--- src/rtl/pop_count_pkg.sv ---
// Shared types and helpers for the multi-cycle population counter.
// Holds the FSM state type and the result-width function cnt_w().
package pop_count_pkg;

   typedef enum logic [1:0] {
      IDLE = 2'd0,
      RUN  = 2'd1,
      DONE = 2'd2
   } state_t;

   // Bits needed to hold any value 0..width inclusive.
   function automatic int cnt_w(input int width);
      return $clog2(width + 1);
   endfunction

endpackage

--- src/rtl/pop_count_chunk.sv ---
// Combinational popcount of one CHUNK-bit slice.
// Ports: bits_i (CHUNK bits in), ones_o (number of set bits).
module pop_count_chunk
   import pop_count_pkg::*;
#(
   parameter int CHUNK = 4
) (
   input  logic [CHUNK-1:0]          bits_i,
   output logic [cnt_w(CHUNK)-1:0]   ones_o
);

   localparam int OW = cnt_w(CHUNK);

   always_comb begin
      ones_o = '0;
      for (int i = 0; i < CHUNK; i++) begin
         ones_o = ones_o + OW'(bits_i[i]);
      end
   end

endmodule

--- src/rtl/pop_count_param.sv ---
// Multi-cycle popcount: CHUNK bits per RUN cycle, WIDTH/CHUNK cycles.
// Ports: clk, rst (sync, active-low), start, input_number, count_zeros,
//        count, busy, done; parity when POP_COUNT_PARITY_EN is defined.
module pop_count_param
   import pop_count_pkg::*;
#(
   parameter int WIDTH = 32,
   parameter int CHUNK = 4
) (
   input  logic                      clk,
   input  logic                      rst,
   input  logic                      start,
   input  logic [WIDTH-1:0]          input_number,
   input  logic                      count_zeros,
   output logic [cnt_w(WIDTH)-1:0]   count,
`ifdef POP_COUNT_PARITY_EN
   output logic                      parity,
`endif
   output logic                      busy,
   output logic                      done
);

   localparam int CNT_W  = cnt_w(WIDTH);
   localparam int CH_W   = cnt_w(CHUNK);
   localparam int NCHUNK = WIDTH / CHUNK;
   localparam int IDX_W  = (NCHUNK > 1) ? $clog2(NCHUNK) : 1;
   localparam logic [IDX_W-1:0] LAST = IDX_W'(NCHUNK - 1);

   if (WIDTH < 2 || WIDTH > 256) begin : g_bad_width
      $error("pop_count_param: WIDTH must be 2..256");
   end
   if (CHUNK < 1 || CHUNK > WIDTH) begin : g_bad_chunk
      $error("pop_count_param: CHUNK must be 1..WIDTH");
   end
   if (WIDTH % CHUNK != 0) begin : g_bad_div
      $error("pop_count_param: WIDTH must be a multiple of CHUNK");
   end

   state_t             state_q, state_d;
   logic [CNT_W-1:0]   cnt_q, cnt_d;
   logic [IDX_W-1:0]   idx_q, idx_d;
   logic [WIDTH-1:0]   sh_q, sh_d;
   logic               busy_q, done_q;
   logic [CH_W-1:0]    ones;

   pop_count_chunk #(
      .CHUNK (CHUNK)
   ) u_chunk (
      .bits_i (sh_q[CHUNK-1:0]),
      .ones_o (ones)
   );

   always_comb begin
      state_d = state_q;
      cnt_d   = cnt_q;
      idx_d   = idx_q;
      sh_d    = sh_q;
      unique case (state_q)
         IDLE: begin
            if (start) begin
               sh_d    = count_zeros ? ~input_number : input_number;
               cnt_d   = '0;
               idx_d   = '0;
               state_d = RUN;
            end
         end
         RUN: begin
            cnt_d = cnt_q + CNT_W'(ones);
            sh_d  = sh_q >> CHUNK;
            idx_d = idx_q + IDX_W'(1);
            if (idx_q == LAST) begin
               state_d = DONE;
            end
         end
         DONE: begin
            if (!start) begin
               state_d = IDLE;
            end
         end
         default: begin
            state_d = IDLE;
         end
      endcase
   end

   // busy/done are their own flops, loaded from the next state,
   // so they never glitch and can never both be high.
   always_ff @(posedge clk) begin
      if (!rst) begin
         state_q <= IDLE;
         cnt_q   <= '0;
         idx_q   <= '0;
         sh_q    <= '0;
         busy_q  <= 1'b0;
         done_q  <= 1'b0;
      end else begin
         state_q <= state_d;
         cnt_q   <= cnt_d;
         idx_q   <= idx_d;
         sh_q    <= sh_d;
         busy_q  <= (state_d == RUN);
         done_q  <= (state_d == DONE);
      end
   end

`ifdef POP_COUNT_PARITY_EN
   logic par_q;

   always_ff @(posedge clk) begin
      if (!rst) begin
         par_q <= 1'b0;
      end else begin
         par_q <= cnt_d[0];
      end
   end

   assign parity = par_q;
`endif

   assign count = cnt_q;
   assign busy  = busy_q;
   assign done  = done_q;

endmodule

--- config.mk ---
export PLATFORM = sky130hd
export DESIGN_NAME = pop_count_param
export DESIGN_NICKNAME = d
export VERILOG_FILES = /design/src/rtl/pop_count_pkg.sv /design/src/rtl/pop_count_chunk.sv /design/src/rtl/pop_count_param.sv
export SDC_FILE = /design/constraint.sdc
export NUM_CORES = 1
export LEC_CHECK = 0
export BUFFER_PORTS_ARGS = -buffer_cell sky130_fd_sc_hd__buf_4
export CAP_MARGIN = 10
export CORE_MARGIN = 2
export CORE_UTILIZATION = 45
export CTS_CLUSTER_DIAMETER = 120
export DETAILED_ROUTE_END_ITERATION = 8
export PLACE_DENSITY = 0.78
export SYNTH_ARGS = -nofsm -noshare
export SYNTH_HDL_FRONTEND = slang
export SYNTH_HIERARCHICAL = 1
export SYNTH_SLANG_ARGS = --single-unit
--- constraint.sdc ---
create_clock -name clk -period 6.55 [get_ports clk]
set_input_delay 0.3275 -clock clk [delete_from_list [all_inputs] [get_ports clk]]
set_output_delay 0.3275 -clock clk [all_outputs]
set_load 0.02 [all_outputs]
==> results.py <==
metrics = {
    "run_status": {
        "outcome": "finished, final reports clean",
    },
    "floorplan": {
        "placementRows": 25,
        "start_util": 0.470,
        "num_io_pins": 44,
        "design.core.area_mm2": 0.00475,
        "chipHeight_um": 74.5,
        "die_width_um": 74.5,
        "fp.dieArea_mm2": 0.00555,
    },
    "power_and_ir_drop": {
        "power.static_leakage_nw": 1.08,
        "vdd_drop_max_uv": 118,
        "p_per_area_mw_per_mm2": 216,
    },
    "route": {
        "drc": 0,
        "vias": 1732,
        "firstDrtPassIters": 4,
        "drtAntennaViolNets": 0,
        "avgRoutedWirePerCell_um": 13.6,
        "post_drt_via_cell_ratio": 5.33,
        "totalWireLength_um": 4410,
        "first_iter_violations": 61,
    },
    "hold_path": {
        "hp-class": "in -> reg",
        "hold-path-cell-count": 3,
    },
    "yosys": {
        "post_synth_inst_count": 226,
        "synth-warning-count": 6,
        "synth.net_count": 271,
        "total_of_flip_flops_plus_latches_after_synthesis": 45,
        "synth_area_mm2": 0.00223,
        "synth_cell_types": 34,
        "fraction_of_the_yosys_area_taken_by_sequential_cells": 0.403,
        "syn_avg_cell_area_um2": 9.89,
    },
    "job": {
        "max-cap-violations": 0,
    },
    "final_layout": {
        "num-fill-cells": 474,
        "layout.cells.most_common_list": "45 x sky130_fd_sc_hd__dfxtp_1, 45 x sky130_fd_sc_hd__buf_4, 32 x sky130_fd_sc_hd__a22oi_1",
        "final_layout_size_suffix_gt1_frac": 0.229,
        "antenna-diode-count": 0,
        "synthToLayoutAreaGrowth_pct": 17.7,
        "nets": 304,
    },
    "clocking": {
        "clk_pin_slew_worst_paths_ns": 0.08,
        "cts_resized": 0,
        "cts_tree": "yes",
        "clock_tree_buffer_depth": 2,
        "cts_hold_buffers": 0,
        "clock_sinks": 45,
        "clock_tree.htree_level_count": 2,
        "ctsRootBufferMaster": "sky130_fd_sc_hd__clkbuf_8",
        "post_cts_buffers": 0,
        "clk_latency_ns": 0.29,
        "cts-buffers-inserted": 5,
    },
    "placed_design": {
        "place.gp.congestion": 0.911,
        "buffer_ports.inserted": 43,
        "place.detailed.hpwl_um": 3070,
    },
    "worst_setup_path": {
        "crit_path_start_kind": "flip-flop",
        "critPathRequiredTime_ns": 6.77,
        "timing.setup.critical_path_class": "reg -> reg",
        "cp_data_arrival_time_ns": 2.74,
        "crit_path_end_kind": "flip-flop",
        "reg2reg_depth": 9,
        "crit_path_max_fanout": 3,
    },
    "sta": {
        "min_period_over_period": 0.385,
        "period_needed_ns": 2.52,
        "fin_skew_ns": 0.00465,
        "finalHoldViolations": 0,
        "finalSetupViolCount": 0,
        "relSlewSlack": 0.284,
        "fin_hold_ws_ns": 0.346,
        "slew_viol_final": 0,
        "clock.fmax_mhz": 397,
        "rsz0062_at_grt": "no",
        "worst-slew-pin-transition_ns": 1.07,
        "totalNegativeSetupSlack_ns": 0,
    },
    "global_routing": {
        "grt_overflow_total": 0,
        "globalRouteTotalUtil": 0.169,
        "first_global_vias": 1583,
        "grt_antenna_before_repair": 0,
        "grt_pass1_wl_um": 7290,
        "grt_max_degree": 34,
    },
}
==> path summary, 6_finish.rpt <==
path	start	endpoint	slack, ns
hold reg to reg	sh_q[3]	sh_q[3]	0.46
setup reg to reg	sh_q[0]	count[3]	4.03
setup / recovery	sh_q[0]	count[3]	4.03
hold / removal	input_number[5]	sh_q[5]	0.35
==> registers in the layout, summed over array words and instances (netlist names) <==
name and cells:
sh_q 32, count 6, idx_q 3, state_q 2, busy 1, done 1
==> synthesized netlist by cell type <==
cell,count,area share
sky130_fd_sc_hd__clkbuf_1,5,0.0084
sky130_fd_sc_hd__o211ai_1,1,0.0034
sky130_fd_sc_hd__o2bb2ai_1,21,0.082
sky130_fd_sc_hd__nand2_1,4,0.0067
sky130_fd_sc_hd__nor2_1,13,0.022
sky130_fd_sc_hd__ha_1,7,0.039
sky130_fd_sc_hd__o311ai_0,1,0.0039
sky130_fd_sc_hd__nand2b_1,2,0.0056
sky130_fd_sc_hd__buf_4,4,0.013
sky130_fd_sc_hd__a31oi_1,1,0.0028
sky130_fd_sc_hd__o21bai_1,1,0.0034
sky130_fd_sc_hd__a21oi_1,6,0.013
sky130_fd_sc_hd__a221oi_1,3,0.012
sky130_fd_sc_hd__buf_2,10,0.022
sky130_fd_sc_hd__nor2b_1,4,0.011
sky130_fd_sc_hd__fa_1,2,0.018
sky130_fd_sc_hd__and3_1,2,0.0056
sky130_fd_sc_hd__or2_2,1,0.0028
sky130_fd_sc_hd__o21ai_0,3,0.0067
sky130_fd_sc_hd__dfxtp_1,45,0.40
sky130_fd_sc_hd__or3b_2,1,0.0039
sky130_fd_sc_hd__o221a_2,4,0.020
sky130_fd_sc_hd__a211oi_1,1,0.0034
sky130_fd_sc_hd__nand3_1,1,0.0022
sky130_fd_sc_hd__nor4_1,1,0.0028
sky130_fd_sc_hd__nand2b_2,1,0.0039
sky130_fd_sc_hd__or4_1,2,0.0067
sky130_fd_sc_hd__nor3b_2,1,0.0056
sky130_fd_sc_hd__a22oi_1,32,0.11
sky130_fd_sc_hd__mux2i_1,2,0.0090
sky130_fd_sc_hd__xnor2_1,7,0.027
sky130_fd_sc_hd__and2_1,1,0.0028
sky130_fd_sc_hd__inv_1,10,0.017
sky130_fd_sc_hd__xor2_1,26,0.10
==> layout make-up <==
type	count	area (um^2)	area share
Clock buffer	5	68.8	0.0262
Timing Repair Buffer	45	338	0.128
Inverter	10	37.5	0.0143
Sequential cell	45	901	0.342
Multi-Input combinational cell	152	1200	0.455
Tap cell	67	83.8	0.0319
Clock inverter	1	5.00	0.00190
==> power breakdown <==
part           switching, mW  internal [mW]  total (mW)
clock                 0.0864         0.0703       0.157
combinational         0.0567         0.0524       0.109
sequential            0.0103          0.292       0.302
==> worst max-delay path, cell delays in order (launching register included) <==
cell and delay, ns:
sky130_fd_sc_hd__dfxtp_1 0.33, sky130_fd_sc_hd__inv_1 0.06, sky130_fd_sc_hd__fa_1 0.53, sky130_fd_sc_hd__inv_1 0.04, sky130_fd_sc_hd__ha_1 0.18, sky130_fd_sc_hd__ha_1 0.31
sky130_fd_sc_hd__ha_1 0.30, sky130_fd_sc_hd__a211oi_1 0.08, sky130_fd_sc_hd__or4_1 0.47, sky130_fd_sc_hd__a21oi_1 0.14
==> layer usage <==
metal | vias up | track usage | share of wire
met3 | 8 | 0.0339 | 0.047
met2 | 46 | 0.248 | 0.45
met1 | 790 | 0.247 | 0.49
met4 | 0 | 0.0615 | 0.016
met5 | - | 0 | 0
li1 | 888 | - | -
==> logic make-up after synthesis <==
logic type / count (synthesis) / synth area share
multiplexers: 2 / 0.00896
adder cells (fa/ha/maj): 9 / 0.0571
flip-flops: 45 / 0.403
AND/OR/NAND/NOR: 34 / 0.0817
XOR/XNOR: 33 / 0.129
AO/OA/AOI/OAI: 74 / 0.259
buffers and inverters: 29 / 0.0610
==> metrics by stage <==
| stage | util | area [um^2] | instances | power, mW | setup WS, ns |
|---|---|---|---|---|---|
| final | 0.553 | 2630 | 325 | 0.568 | 4.03 |
| after detailed placement | 0.538 | 2560 | 319 | 0.418 | 4.05 |
| after global placement | 0.538 | 2560 | 319 | 0.416 | 4.13 |
| after CTS | 0.553 | 2630 | 325 | 0.572 | 4.03 |
| after floorplan | - | 2230 | 226 | 0.382 | 4.16 |
| after global routing | 0.553 | 2630 | 325 | 0.598 | 3.82 |
No activity file was read; power rests on OpenSTA's default activity.
